==> src/rtl/edib_cmd_tx.sv <==
// EDIB command/data line serial transmitter.
// Takes one 16-bit word plus a type flag and sends one frame on CMDOut:
// a 6-bit sync pattern, 16 data bits each followed by its complement, and then P and ~P.
// An optional idle-low gap follows each frame.
//
// Handshake (valid/ready): a word transfers on the rising Clk edge where TxValid=1 and
// TxReady=1. TxReady is high only in IDLE. The producer holds TxType/TxData stable while
// TxValid=1. The word is copied into a shadow shift register when it is accepted, so the
// inputs are don't-care after that edge.
module edib_cmd_tx #(
  parameter int BIT_CLKS = 576,
  parameter int GAP_BITS = 2
) (
  input  logic        Clk,
  input  logic        Rstn,
  input  logic        TxValid,
  input  logic        TxType,
  input  logic [15:0] TxData,
  output logic        TxReady,
  output logic        CMDOut,
  output logic        TxBusy,
  output logic        TxDone,
  output logic [15:0] FrameCount,
  output logic [1:0]  DbgState
);

  typedef enum logic [1:0] {
    S_IDLE    = 2'd0,
    S_SYNC    = 2'd1,
    S_PAYLOAD = 2'd2,
    S_GAP     = 2'd3
  } state_t;

  localparam logic [11:0] CLK_LAST  = 12'(BIT_CLKS - 1);
  localparam logic [5:0]  SYNC_LAST = 6'd5;
  localparam logic [5:0]  PAY_LAST  = 6'd33;
  localparam logic [5:0]  GAP_LAST  = (GAP_BITS == 0) ? 6'd0 : 6'(GAP_BITS - 1);

  state_t      r_state;
  state_t      w_state_nxt;
  logic [11:0] r_clk_cnt;
  logic [5:0]  r_bit_cnt;
  logic [38:0] r_shift;
  logic        r_cmd_out;
  logic        r_done;
  logic [15:0] r_frame_count;
  logic [39:0] w_frame;
  logic        w_cmd_nxt;
  logic        w_accept;
  logic        w_bit_end;
  logic        w_frame_end;

  assign w_accept    = (r_state == S_IDLE) && TxValid;
  assign w_bit_end   = (r_clk_cnt == CLK_LAST);
  assign w_frame_end = (r_state != S_IDLE) && (w_state_nxt == S_IDLE);

  assign TxReady    = (r_state == S_IDLE);
  assign TxBusy     = ~TxReady;
  assign CMDOut     = r_cmd_out;
  assign TxDone     = r_done;
  assign FrameCount = r_frame_count;
  assign DbgState   = r_state;

  // Assemble the whole 40-bit frame (sync, interleaved data/complement, parity pair) from the inputs.
  always_comb begin
    w_frame        = '0;
    w_frame[39:34] = TxType ? 6'b000111 : 6'b111000;
    for (int k = 0; k < 16; k++) begin
      w_frame[33 - 2*k] = TxData[15 - k];
      w_frame[32 - 2*k] = ~TxData[15 - k];
    end
    // P makes d15..d0,P hold an odd number of ones.
    w_frame[1] = ~^TxData;
    w_frame[0] = ^TxData;
  end

  // Next-state logic and the next line level, evaluated at bit boundaries.
  always_comb begin
    w_state_nxt = r_state;
    w_cmd_nxt   = r_cmd_out;
    case (r_state)
      S_IDLE: begin
        w_cmd_nxt = 1'b0;
        if (w_accept) begin
          w_state_nxt = S_SYNC;
          w_cmd_nxt   = w_frame[39];
        end
      end
      S_SYNC: begin
        if (w_bit_end && (r_bit_cnt == SYNC_LAST)) w_state_nxt = S_PAYLOAD;
      end
      S_PAYLOAD: begin
        if (w_bit_end && (r_bit_cnt == PAY_LAST)) begin
          w_state_nxt = (GAP_BITS == 0) ? S_IDLE : S_GAP;
        end
      end
      S_GAP: begin
        if (w_bit_end && (r_bit_cnt == GAP_LAST)) w_state_nxt = S_IDLE;
      end
      default: w_state_nxt = S_IDLE;
    endcase
    // Past the first bit, the line level changes only at a bit boundary. The line is driven
    // from the shadow register while frame bits remain, and is low during the gap and in IDLE.
    if ((r_state != S_IDLE) && w_bit_end) begin
      w_cmd_nxt = ((w_state_nxt == S_SYNC) || (w_state_nxt == S_PAYLOAD)) ? r_shift[38] : 1'b0;
    end
  end

  // State, bit-timing counters, shadow frame and registered line output.
  always_ff @(posedge Clk or negedge Rstn) begin
    if (!Rstn) begin
      r_state       <= S_IDLE;
      r_clk_cnt     <= '0;
      r_bit_cnt     <= '0;
      r_shift       <= '0;
      r_cmd_out     <= 1'b0;
      r_done        <= 1'b0;
      r_frame_count <= '0;
    end else begin
      r_state   <= w_state_nxt;
      r_cmd_out <= w_cmd_nxt;
      r_done    <= w_frame_end;
      if (w_frame_end) r_frame_count <= r_frame_count + 16'd1;

      if ((r_state == S_IDLE) || w_bit_end) r_clk_cnt <= '0;
      else                                  r_clk_cnt <= r_clk_cnt + 12'd1;

      if (r_state == S_IDLE) begin
        r_bit_cnt <= '0;
      end else if (w_bit_end) begin
        r_bit_cnt <= (w_state_nxt != r_state) ? 6'd0 : r_bit_cnt + 6'd1;
      end

      if (w_accept)                         r_shift <= w_frame[38:0];
      else if ((r_state != S_IDLE) && w_bit_end) r_shift <= {r_shift[37:0], 1'b0};
    end
  end

endmodule

==> config.mk <==
export PLATFORM = sky130hd
export DESIGN_NAME = edib_cmd_tx
export DESIGN_NICKNAME = d
export VERILOG_FILES = /design/src/rtl/edib_cmd_tx.sv
export SDC_FILE = /design/constraint.sdc
export NUM_CORES = 1
export LEC_CHECK = 0
export CORE_ASPECT_RATIO = 1.5
export CORE_MARGIN = 8
export CORE_UTILIZATION = 45
export DETAILED_ROUTE_END_ITERATION = 12
export PLACE_DENSITY = 0.69
export SYNTH_ARGS = -nofsm -noshare
export SYNTH_HDL_FRONTEND = slang
export SYNTH_SLANG_ARGS = --single-unit
==> constraint.sdc <==
create_clock -name Clk -period 3.4 [get_ports Clk]
set_input_delay 0.85 -clock Clk [delete_from_list [all_inputs] [get_ports Clk]]
set_output_delay 0.85 -clock Clk [all_outputs]
set_load 0.01 [all_outputs]
* After elaboration in Yosys (flattened, before gate mapping)
Index checks and enable logic that the tools add are counted.
Storage, ports and cells: word-level logic and storage cells 69, output and inout port bits 22, input bits 20, flip-flop bits (word level) 77
Cells by class: equality and inequality tests 10, add/sub/neg operators 3, bitwise operators 17, reduce and logical (&&, ||, !) cells 16, muxes and demuxes 16
Operator list (number):
- $mux W39 | 2
- $mux W6 | 4
- $not A1 Y1 | 17
- $add A16 B1 Y16 const B | 1
- $reduce_xnor A16 Y1 | 1
- $reduce_xor A16 Y1 | 1
- $add A12 B1 Y12 const B | 1
- $eq A12 B10 Y1 const B | 1
- $mux W12 | 1
- $mux W2 | 4
- $pmux W2 S4 | 1
- $reduce_bool A2 Y1 | 4
- $add A6 B1 Y6 const B | 1
- $eq A2 B2 Y1 const B | 3
- $eq A6 B1 Y1 const B | 1
- $eq A6 B3 Y1 const B | 1
- $eq A6 B6 Y1 const B | 1
- $logic_and A1 B1 Y1 | 6
- $eq A2 B1 Y1 const B | 2
- $logic_not A2 Y1 | 2
- $mux W1 | 4
- $logic_or A1 B1 Y1 | 2
- $ne A2 B2 Y1 | 1

* Longest topological paths before layout
Gate-level depths: netlist of the first run.
depth after elaboration 8, depth in mapped cells 13, depth with buffers taken out 12

* Worst setup path after synthesis of the first run
No wires, ideal clock.
path kind reg-to-reg, from register r_bit_cnt[1], to register r_frame_count[13], in the netlist FrameCount[13], path slack 0.656 ns, stages on the path, launching flop included 14, arrival time 2.619 ns, setup time 0.125 ns, data required time 3.275 ns, clock period less this slack 2.744 ns, path buffers 1, path through dfrtp_1 > inv_1 > ha_1 > or3b_2 > nor2_1 > nand3_1 > mux2i_1 > ha_1 > o21a_1 > clkbuf_1 > nand4_1 > nor3_1 > nand3_1 > xnor2_1
On the way: word-level cells in the longest chain between the ends 6, elaborated cells on any way between the ends 12, those cells by class 3 x eq/ne; 4 x mux; 5 x reduce/logical
RTL lines:
- start: declaration | line 42 | logic [5:0] r_bit_cnt;
- start signal: assignment | line 131 | r_bit_cnt <= (w_state_nxt != r_state) ? 6'd0 : r_bit_cnt + 6'd1;
- $eq A6 B1 Y1, or another cell as far along | line 98 | if (w_bit_end && (r_bit_cnt == GAP_LAST)) w_state_nxt = S_IDLE;
- $logic_and A1 B1 Y1 (on tied branches) | line 98, 90, 93
- $mux W2 (on tied branches) | line 98, 90, 93
- $pmux W2 S4 (*) | line 81 | case (r_state)
- $logic_not A2 Y1 (*) | line 55 | assign w_frame_end = (r_state != S_IDLE) && (w_state_nxt == S_IDLE);
- $logic_and A1 B1 Y1 (*) | line 55
- via w_frame_end | line 51 | logic w_frame_end;
- end signal: assignment | line 123 | if (w_frame_end) r_frame_count <= r_frame_count + 16'd1;
- end: declaration | line 46 | logic [15:0] r_frame_count;
Mark *: on every way through the listed nets, which the timed path passes. The rest lies on a longest branch. A chain may end at the register's enable or synchronous reset.

* Final worst setup path of the first run
from register r_bit_cnt[1], to register r_frame_count[15], in the netlist FrameCount[15]
On the way: word-level cells in the longest chain between the ends 6, elaborated cells on any way between the ends 12, those cells by class 3 x eq/ne; 4 x mux; 5 x reduce/logical
RTL lines (line):
- $eq A6 B1 Y1, or another cell as far along | 98
- $logic_and A1 B1 Y1 (on tied branches) | 98, 90, 93
- $mux W2 (on tied branches) | 98, 90, 93
- $pmux W2 S4 (*) | 81
- $logic_not A2 Y1 (*) | 55
- $logic_and A1 B1 Y1 (*) | 55
Mark *: on every way between the ends. The rest lies on a longest branch, timed or not.

==> flow_summary.html, run 1 <==
<table>
<tr><th>Metric</th><th>Value</th></tr>
<tr><th colspan="2">Drt</th></tr>
<tr><td>DRT iter0 DRCs</td><td>92</td></tr>
<tr><td>Routed wire length</td><td>7135 µm</td></tr>
<tr><td>Post-detailed-route via-to-cell ratio</td><td>5.366</td></tr>
<tr><td>Post-route DRC</td><td>0</td></tr>
<tr><td>Number of vias in the routed layout</td><td>2565</td></tr>
<tr><td>First-pass detailed-route iteration total</td><td>4</td></tr>
<tr><td>Residual antenna-violating net count after detailed routing</td><td>0</td></tr>
<tr><td>Wire per inst</td><td>14.93 µm</td></tr>
<tr><th colspan="2">Logic synthesis</th></tr>
<tr><td>Post-synthesis cell type count</td><td>44</td></tr>
<tr><td>Seq cells post-synth</td><td>77</td></tr>
<tr><td>Mapped Area</td><td>3626 µm²</td></tr>
<tr><td>Average size of a mapped cell</td><td>11.26 µm²</td></tr>
<tr><td>Post-Synthesis Net Count</td><td>347</td></tr>
<tr><td>Sequential element share of the synthesized area</td><td>53.14%</td></tr>
<tr><td>Count of flip-flops with a built-in enable after synthesis</td><td>0</td></tr>
<tr><td>Async set-or-reset flop fraction in the synthesized netlist</td><td>100.0%</td></tr>
<tr><td>Post-Synthesis Cells</td><td>322</td></tr>
<tr><td>Main flop type after synthesis</td><td>dfrtp_1</td></tr>
<tr><td>Warning count from the yosys run</td><td>0</td></tr>
<tr><th colspan="2">Cells and area</th></tr>
<tr><td>Antenna Diode Count</td><td>0</td></tr>
<tr><td>Filler Cells Inserted</td><td>729</td></tr>
<tr><td>Fraction of layout instances using a drive strength above 1</td><td>10.46%</td></tr>
<tr><td>Synth-to-Final Area Change</td><td>23.46%</td></tr>
<tr><td>Most common cell after layout, fill and taps aside</td><td>dfrtp_1</td></tr>
<tr><td>Net count reported at finish</td><td>393</td></tr>
<tr><td>Sequential Area</td><td>1927 µm²</td></tr>
<tr><td>Layout Cell Area excl Fill</td><td>4477 µm²</td></tr>
<tr><td>Commonest cells after routing, fill and taps aside</td><td>dfrtp_1, nor2_1, clkdlybuf4s50_1</td></tr>
<tr><td>Multi-input gate area in the final layout</td><td>1607 µm²</td></tr>
<tr><td>Final cell count without fillers</td><td>478</td></tr>
<tr><th colspan="2">Job</th></tr>
<tr><td>Max-cap violations</td><td>0</td></tr>
<tr><th colspan="2">Setup path</th></tr>
<tr><td>Highest net fanout along the worst path</td><td>3</td></tr>
<tr><td>Nature of the critical path startpoint</td><td>flip-flop</td></tr>
<tr><td>Element type at the critical path end</td><td>flip-flop</td></tr>
<tr><td>Endpoint required time on the critical path</td><td>3.61 ns</td></tr>
<tr><td>Critical setup path kind</td><td>reg -&gt; reg</td></tr>
<tr><td>Crit path arrival time</td><td>3.05 ns</td></tr>
<tr><th colspan="2">Outcome</th></tr>
<tr><td>Run status</td><td>completed</td></tr>
<tr><th colspan="2">Placement</th></tr>
<tr><td>Placed inst area</td><td>4177 µm²</td></tr>
<tr><td>DP HPWL</td><td>4971 µm</td></tr>
<tr><td>Port Buffer Count</td><td>41</td></tr>
<tr><td># placed instances</td><td>462</td></tr>
<tr><td>GP Congestion</td><td>0.7967</td></tr>
<tr><th colspan="2">Floorplan</th></tr>
<tr><td>Std-Cell Rows</td><td>40</td></tr>
<tr><td>Core region area</td><td>7908 µm²</td></tr>
<tr><td>Die Span X</td><td>89.29 µm</td></tr>
<tr><td>Overall die height</td><td>125.9 µm</td></tr>
<tr><td>Top Ports</td><td>42</td></tr>
<tr><td>Initial core utilization</td><td>45.85%</td></tr>
<tr><td>Total Die Area</td><td>11250 µm²</td></tr>
<tr><th colspan="2">CTS</th></tr>
<tr><td>Clock slew at reported path FFs</td><td>0.06 ns</td></tr>
<tr><td>Maximum count of clock buffers along a single path</td><td>2</td></tr>
<tr><td>Root cell of the clock tree</td><td>clkbuf_16</td></tr>
<tr><td>Number of clock buffers inserted by TritonCTS</td><td>9</td></tr>
<tr><td>CTS Hold Buffers Added</td><td>0</td></tr>
<tr><td>Htree depth</td><td>3</td></tr>
<tr><td>Worst-skew pair later-pin latency</td><td>0.33 ns</td></tr>
<tr><td>Post-CTS setup buffer count</td><td>0</td></tr>
<tr><td>Total clock sinks</td><td>77</td></tr>
<tr><td>Number of resized instances in the post-cts repair step</td><td>0</td></tr>
<tr><td>Clock tree from TritonCTS</td><td>yes</td></tr>
<tr><th colspan="2">STA</th></tr>
<tr><td>Tmin final</td><td>2.838 ns</td></tr>
<tr><td>Worst hold slack</td><td>0.4929 ns</td></tr>
<tr><td>Total setup violations reported at the end of the flow</td><td>0</td></tr>
<tr><td>Remaining max-slew budget at the tightest pin</td><td>36.14%</td></tr>
<tr><td>Final worst-path cycle share</td><td>83.48%</td></tr>
<tr><td>Skew final</td><td>0.006554 ns</td></tr>
<tr><td>Endpoints failing hold</td><td>0</td></tr>
<tr><td>Final Slew Violations</td><td>0</td></tr>
<tr><td>Fmax</td><td>0.3523 GHz</td></tr>
<tr><td>Setup repair after global routing missed its margin</td><td>false</td></tr>
<tr><td>Pin slew with the least headroom to its limit</td><td>0.9579 ns</td></tr>
<tr><td>Total Negative Setup Slacks</td><td>0 ns</td></tr>
<tr><th colspan="2">GRT</th></tr>
<tr><td>Maximum number of pins on one net before global-route repair</td><td>78</td></tr>
<tr><td>Remaining global-route overflow</td><td>0</td></tr>
<tr><td>Antenna violations before repair</td><td>0</td></tr>
<tr><td>Aggregate global-route resource usage</td><td>14.05%</td></tr>
<tr><td>Via count of the first global-routing pass</td><td>2644</td></tr>
<tr><td>First-pass GRT wire length</td><td>12390 µm</td></tr>
<tr><th colspan="2">Pwr</th></tr>
<tr><td>Power per unit of standard cell area</td><td>514.5 nW/µm²</td></tr>
<tr><td>Max IR drop VDD</td><td>0.0002503 V</td></tr>
<tr><td>Pleak</td><td>1.901 nW</td></tr>
<tr><th colspan="2">Min path</th></tr>
<tr><td>Path class of the lowest-slack min-delay path</td><td>reg -&gt; reg</td></tr>
</table>
## metrics by stage
stage | util (%) | total power [mW] | setup WS [ns]
2_1_floorplan | - | 1.271 | 0.6557
3_3_place_gp | 52.82 | 1.370 | 0.3121
3_5_place_dp | 52.82 | 1.380 | 0.2553
4_1_cts | 56.61 | 2.337 | 0.5369
5_1_grt | 56.61 | 2.434 | 0.2451
6_report | 56.61 | 2.303 | 0.5618
## cell type report
cell class,count,share of cell area [%]
Sequential cell,77,43.04
Tap cell,105,2.935
Multi-Input combinational cell,226,35.89
Timing Repair Buffer,49,11.01
Inverter,5,0.4192
Clock inverter,6,1.369
Clock buffer,10,5.338
## report_power, final
part,internal [mW],leakage [nW],switching [mW]
clock network,0.586,0.149,0.359
registers,1.01,0.947,0.0756
logic,0.140,0.806,0.135
total,1.73,1.90,0.570
## cells by family after synthesis
| kind of cell | share of synthesized area (%) |
|---|---|
| adders and majority gates | 1.725 |
| xor gates and xnor gates | 9.904 |
| muxes | 8.420 |
| buffers and inverters | 2.726 |
| and+or+nand+nor | 13.73 |
| DFF | 53.14 |
| AOI/OAI and AO/OA | 10.35 |
## worst max-delay path, stage by stage, from the launching register on
cell and delay [ns]:
dfrtp_1 0.39, inv_1 0.07, ha_1 0.13, or3b_2 0.47, nor2_1 0.19, nand3_1 0.15
mux2i_1 0.18, ha_1 0.16, o21a_1 0.20, nand4_1 0.16, nor3_1 0.33, nand3_1 0.14
xnor2_1 0.14
## state kept, by name, summed over array words and instances (netlist names)
signal,cells
CMDOut,1
r_bit_cnt,6
FrameCount,16
r_shift,39
r_clk_cnt,12
TxDone,1
DbgState,2
## final timing paths
path | end | slack (ns) | cells past startpoint | startpoint
worst max-delay path | FrameCount[15] | 0.56 | 12 | r_bit_cnt[1]
worst min-delay path | FrameCount[15] | 0.49 | 1 | FrameCount[15]
worst max register to register | FrameCount[15] | 0.56 | 12 | r_bit_cnt[1]
worst min register to register | FrameCount[15] | 0.49 | 1 | FrameCount[15]
max in group asynchronous | DbgState[0] | 2.10 | 1 | Rstn
min in group asynchronous | r_shift[6] | 0.66 | 1 | Rstn
## layer usage
metal	share of wire [%]	vias to the layer above	global-route usage (%)
met4	1.6	0	4.921
met3	5.4	11	5.599
li1	-	1230	-
met2	50	40	23.00
met5	0	-	0
met1	43	1284	15.93
## synthesized netlist by cell type, types with 4 or more instances
| cell | instances | area [µm²] |
|---|---|---|
| xnor2_1 | 28 | 245.2 |
| mux2_2 | 4 | 45.04 |
| dfrtp_1 | 77 | 1927 |
| mux2i_1 | 26 | 260.3 |
| buf_2 | 4 | 20.02 |
| nand4_1 | 6 | 37.54 |
| ha_1 | 5 | 62.56 |
| nand2_1 | 10 | 37.54 |
| nand3_1 | 12 | 60.06 |
| a221o_1 | 14 | 140.1 |
| a21oi_1 | 23 | 115.1 |
| inv_1 | 4 | 15.01 |
| xor2_1 | 13 | 113.9 |
| and3_1 | 5 | 31.28 |
| nor2b_1 | 4 | 25.02 |
| clkbuf_1 | 5 | 18.77 |
| nor3_1 | 4 | 20.02 |
| nor2_1 | 40 | 150.1 |
Note: power is estimated with default switching activity, not from simulation.
==> run 2, diff against run 1 <==
PLACE_DENSITY = 0.72   (was 0.69)
clock period = 2.4 ns   (was 3.4 ns; I/O delays follow)
==> flow_summary.html, run 2 (synthesis gave the netlist of run 1 again) <==
<table>
<tr><th>Metric</th><th>Value</th></tr>
<tr><th colspan="2">Floorplan</th></tr>
<tr><td>Die Span X</td><td>89.29 µm (unchanged)</td></tr>
<tr><td>Core region area</td><td>7908 µm² (unchanged)</td></tr>
<tr><td>Initial core utilization</td><td>45.85% (unchanged)</td></tr>
<tr><td>Std-Cell Rows</td><td>40 (unchanged)</td></tr>
<tr><td>Top Ports</td><td>42 (unchanged)</td></tr>
<tr><td>Total Die Area</td><td>11250 µm² (unchanged)</td></tr>
<tr><td>Overall die height</td><td>125.9 µm (unchanged)</td></tr>
<tr><th colspan="2">STA</th></tr>
<tr><td>Final worst-path cycle share</td><td>103.5% (was 83.48%)</td></tr>
<tr><td>Fmax</td><td>0.4027 GHz (was 0.3523 GHz)</td></tr>
<tr><td>Final Slew Violations</td><td>0 (unchanged)</td></tr>
<tr><td>Total setup violations reported at the end of the flow</td><td>11 (was 0)</td></tr>
<tr><td>Tmin final</td><td>2.483 ns (was 2.838 ns)</td></tr>
<tr><td>Pin slew with the least headroom to its limit</td><td>0.4652 ns (was 0.9579 ns)</td></tr>
<tr><td>Endpoints failing hold</td><td>0 (unchanged)</td></tr>
<tr><td>Skew final</td><td>0.006541 ns (was 0.006554 ns)</td></tr>
<tr><td>Fin worst setup slack</td><td>-0.08334 ns (was 0.5618 ns)</td></tr>
<tr><td>Remaining max-slew budget at the tightest pin</td><td>68.78% (was 36.14%)</td></tr>
<tr><td>Setup repair after global routing missed its margin</td><td>true (was false)</td></tr>
<tr><th colspan="2">CTS</th></tr>
<tr><td>Maximum count of clock buffers along a single path</td><td>2 (unchanged)</td></tr>
<tr><td>Total clock sinks</td><td>77 (unchanged)</td></tr>
<tr><td>Number of clock buffers inserted by TritonCTS</td><td>9 (unchanged)</td></tr>
<tr><td>Htree depth</td><td>3 (unchanged)</td></tr>
<tr><td>Root cell of the clock tree</td><td>clkbuf_16 (unchanged)</td></tr>
<tr><td>Clock slew at reported path FFs</td><td>0.06 ns (about the same)</td></tr>
<tr><td>Clock tree from TritonCTS</td><td>yes (unchanged)</td></tr>
<tr><td>CTS Hold Buffers Added</td><td>0 (unchanged)</td></tr>
<tr><td>Worst-skew pair later-pin latency</td><td>0.33 ns (about the same)</td></tr>
<tr><th colspan="2">GRT</th></tr>
<tr><td>Antenna violations before repair</td><td>0 (unchanged)</td></tr>
<tr><td>Aggregate global-route resource usage</td><td>14.38% (was 14.05%)</td></tr>
<tr><td>Remaining global-route overflow</td><td>0 (unchanged)</td></tr>
<tr><td>Maximum number of pins on one net before global-route repair</td><td>44 (was 78)</td></tr>
<tr><td>Via count of the first global-routing pass</td><td>2813 (was 2644)</td></tr>
<tr><td>First-pass GRT wire length</td><td>12850 µm (was 12390 µm)</td></tr>
<tr><th colspan="2">Cells and area</th></tr>
<tr><td>Multi-input gate area in the final layout</td><td>1677 µm² (was 1607 µm²)</td></tr>
<tr><td>Final core area utilization</td><td>60.44% (was 56.61%)</td></tr>
<tr><td>Synth-to-Final Area Change</td><td>31.81% (was 23.46%)</td></tr>
<tr><td>Antenna Diode Count</td><td>0 (unchanged)</td></tr>
<tr><td>Register ranked first by flip-flop count</td><td>r_shift (unchanged)</td></tr>
<tr><td>Most common cell after layout, fill and taps aside</td><td>dfrtp_1 (unchanged)</td></tr>
<tr><td>Fraction of layout instances using a drive strength above 1</td><td>20.40% (was 10.46%)</td></tr>
<tr><td>Final cell count without fillers</td><td>507 (was 478)</td></tr>
<tr><td>Sequential Area</td><td>1928 µm² (was 1927 µm²)</td></tr>
<tr><td>Filler Cells Inserted</td><td>694 (was 729)</td></tr>
<tr><td>Commonest cells after routing, fill and taps aside</td><td>dfrtp_1, clkdlybuf4s50_1, nor2_1 (was dfrtp_1, nor2_1, clkdlybuf4s50_1)</td></tr>
<tr><td>Flip-flop count of the largest register after layout</td><td>39 (unchanged)</td></tr>
<tr><td>Net count reported at finish</td><td>422 (was 393)</td></tr>
<tr><th colspan="2">Drt</th></tr>
<tr><td>Residual antenna-violating net count after detailed routing</td><td>0 (unchanged)</td></tr>
<tr><td>Number of vias in the routed layout</td><td>2688 (was 2565)</td></tr>
<tr><td>Post-route DRC</td><td>0 (unchanged)</td></tr>
<tr><td>Wire per inst</td><td>14.83 µm (was 14.93 µm)</td></tr>
<tr><td>First-pass detailed-route iteration total</td><td>4 (unchanged)</td></tr>
<tr><td>Post-detailed-route via-to-cell ratio</td><td>5.302 (was 5.366)</td></tr>
<tr><td>DRT iter0 DRCs</td><td>135 (was 92)</td></tr>
<tr><td>Routed wire length</td><td>7521 µm (was 7135 µm)</td></tr>
<tr><th colspan="2">Setup path</th></tr>
<tr><td>Sequence of cells on the critical path</td><td>inv_2, ha_4, or3b_4, nor2_4, nand3_2, mux2i_1, ha_2, o21a_1, nand4_1, buf_4, buf_6, xnor2_1 (was inv_1, ha_1, or3b_2, nor2_1, nand3_1, mux2i_1, ha_1, o21a_1, nand4_1, nor3_1, nand3_1, xnor2_1)</td></tr>
<tr><td>Nature of the critical path startpoint</td><td>flip-flop (unchanged)</td></tr>
<tr><td>Element type at the critical path end</td><td>flip-flop (unchanged)</td></tr>
<tr><td>Critical R2R Launch</td><td>r_bit_cnt[1] (unchanged)</td></tr>
<tr><td>Start point of the critical path</td><td>r_bit_cnt[1] (unchanged)</td></tr>
<tr><td>Maximum cell stage delay along the critical path</td><td>0.40 ns (was 0.47 ns)</td></tr>
<tr><td>Critical path destination</td><td>FrameCount[4] (was FrameCount[15])</td></tr>
<tr><td>Endpoint required time on the critical path</td><td>2.61 ns (was 3.61 ns)</td></tr>
<tr><td>Highest net fanout along the worst path</td><td>3 (unchanged)</td></tr>
<tr><td>Worst Reg2Reg Path Length in Cells</td><td>12 (unchanged)</td></tr>
<tr><td>R2R Setup Slk</td><td>-0.08 ns (was 0.56 ns)</td></tr>
<tr><td>Critical setup path kind</td><td>reg -&gt; reg (unchanged)</td></tr>
<tr><td>Slowest cell on crit path</td><td>or3b_4 (was or3b_2)</td></tr>
<tr><td>Endpoint of the worst register-to-register path</td><td>FrameCount[4] (was FrameCount[15])</td></tr>
<tr><td>Crit path arrival time</td><td>2.69 ns (was 3.05 ns)</td></tr>
<tr><th colspan="2">Pwr</th></tr>
<tr><td>Overall power consumption</td><td>3.367 mW (was 2.303 mW)</td></tr>
<tr><td>Power per unit of standard cell area</td><td>704.5 nW/µm² (was 514.5 nW/µm²)</td></tr>
<tr><td>Pleak</td><td>2.049 nW (was 1.901 nW)</td></tr>
<tr><td>Max IR drop VDD</td><td>0.0003825 V (was 0.0002503 V)</td></tr>
<tr><th colspan="2">Placement</th></tr>
<tr><td>Port Buffer Count</td><td>41 (unchanged)</td></tr>
<tr><td>GP Congestion</td><td>0.8007 (was 0.7967)</td></tr>
<tr><td># placed instances</td><td>488 (was 462)</td></tr>
<tr><td>Pre-CTS WS</td><td>-0.3505 ns (was 0.2553 ns)</td></tr>
<tr><td>DP HPWL</td><td>5249 µm (was 4971 µm)</td></tr>
<tr><th colspan="2">Outcome</th></tr>
<tr><td>Violations in the final reports</td><td>setup timing</td></tr>
<tr><td>Run status</td><td>finished with violations (was completed)</td></tr>
<tr><th colspan="2">Min path</th></tr>
<tr><td>Path class of the lowest-slack min-delay path</td><td>in -&gt; async (was reg -&gt; reg)</td></tr>
<tr><th colspan="2">Job</th></tr>
<tr><td>Max-cap violations</td><td>0 (unchanged)</td></tr>
</table>
## run 2: cell count changes in the layout (fill, tap and decap cells not counted), sizes merged
cell      previous run  this run
buf                  9        38
clkinvlp             1         0
clkbuf              10         9
clkinv               3         5
## run 2: worst min-delay path by stage
stage,startpoint,endpoint,cells past startpoint
6_report,Rstn,r_bit_cnt[2],1
5_1_grt,Rstn,r_bit_cnt[2],1
4_1_cts,Rstn,r_bit_cnt[1],1
3_5_place_dp,FrameCount[15],FrameCount[15],1
3_3_place_gp,FrameCount[15],FrameCount[15],1
2_1_floorplan,Rstn,CMDOut,0
## run 2: through the flow
step / area, µm² / hold slack, ns / setup TNS, ns
2_1_floorplan: 3661 / 0.3044 / -0.09564
3_3_place_gp: 4407 / 0.4742 / -3.223
3_5_place_dp: 4407 / 0.4698 / -3.735
4_1_cts: 4758 / 0.2139 / -0.5137
5_1_grt: 4780 / 0.2356 / -2.605
6_report: 4780 / 0.2084 / -0.5694
## run 2: critical path: cells and delay by family (launching register included)
kind,cells,cell delay [ns]
flops,1,0.38
simple gates,4,0.85
mux,1,0.17
compound gates,1,0.15
fa+ha+maj,2,0.30
xor+xnor,1,0.10
buf+inv,3,0.41
## run 2: layer usage
metal | vias to the layer above | global-route usage (%) | part of all wire, %
met2 | 34 | 24.18 | 52
met5 | - | 0 | 0
met3 | 11 | 3.125 | 3.2
met1 | 1345 | 16.68 | 43
li1 | 1298 | - | -
met4 | 0 | 6.594 | 1.8
## run 2: area by class of cell
type / count / area share (%)
Sequential cell: 77 / 40.34
Multi-Input combinational cell: 226 / 35.08
Timing Repair Buffer: 78 / 15.16
Clock buffer: 9 / 4.712
Tap cell: 105 / 2.749
Clock inverter: 7 / 1.571
Inverter: 5 / 0.3927
## run 2: power breakdown
group	internal, mW	switching [mW]	leakage [nW]	total (mW)
Combinational	0.288	0.250	0.953	0.538
Clock	0.809	0.521	0.150	1.33
Sequential	1.43	0.0724	0.946	1.50
## run 2: what timing repair did
item                                   4_1_cts  5_1_grt
setup endpoints to repair                    9       15
pin swaps                                    3        4
endpoints found under the hold margin        0        0
gates resized for setup                      8        6
buffers inserted                             3        0
gates cloned                                 0        0
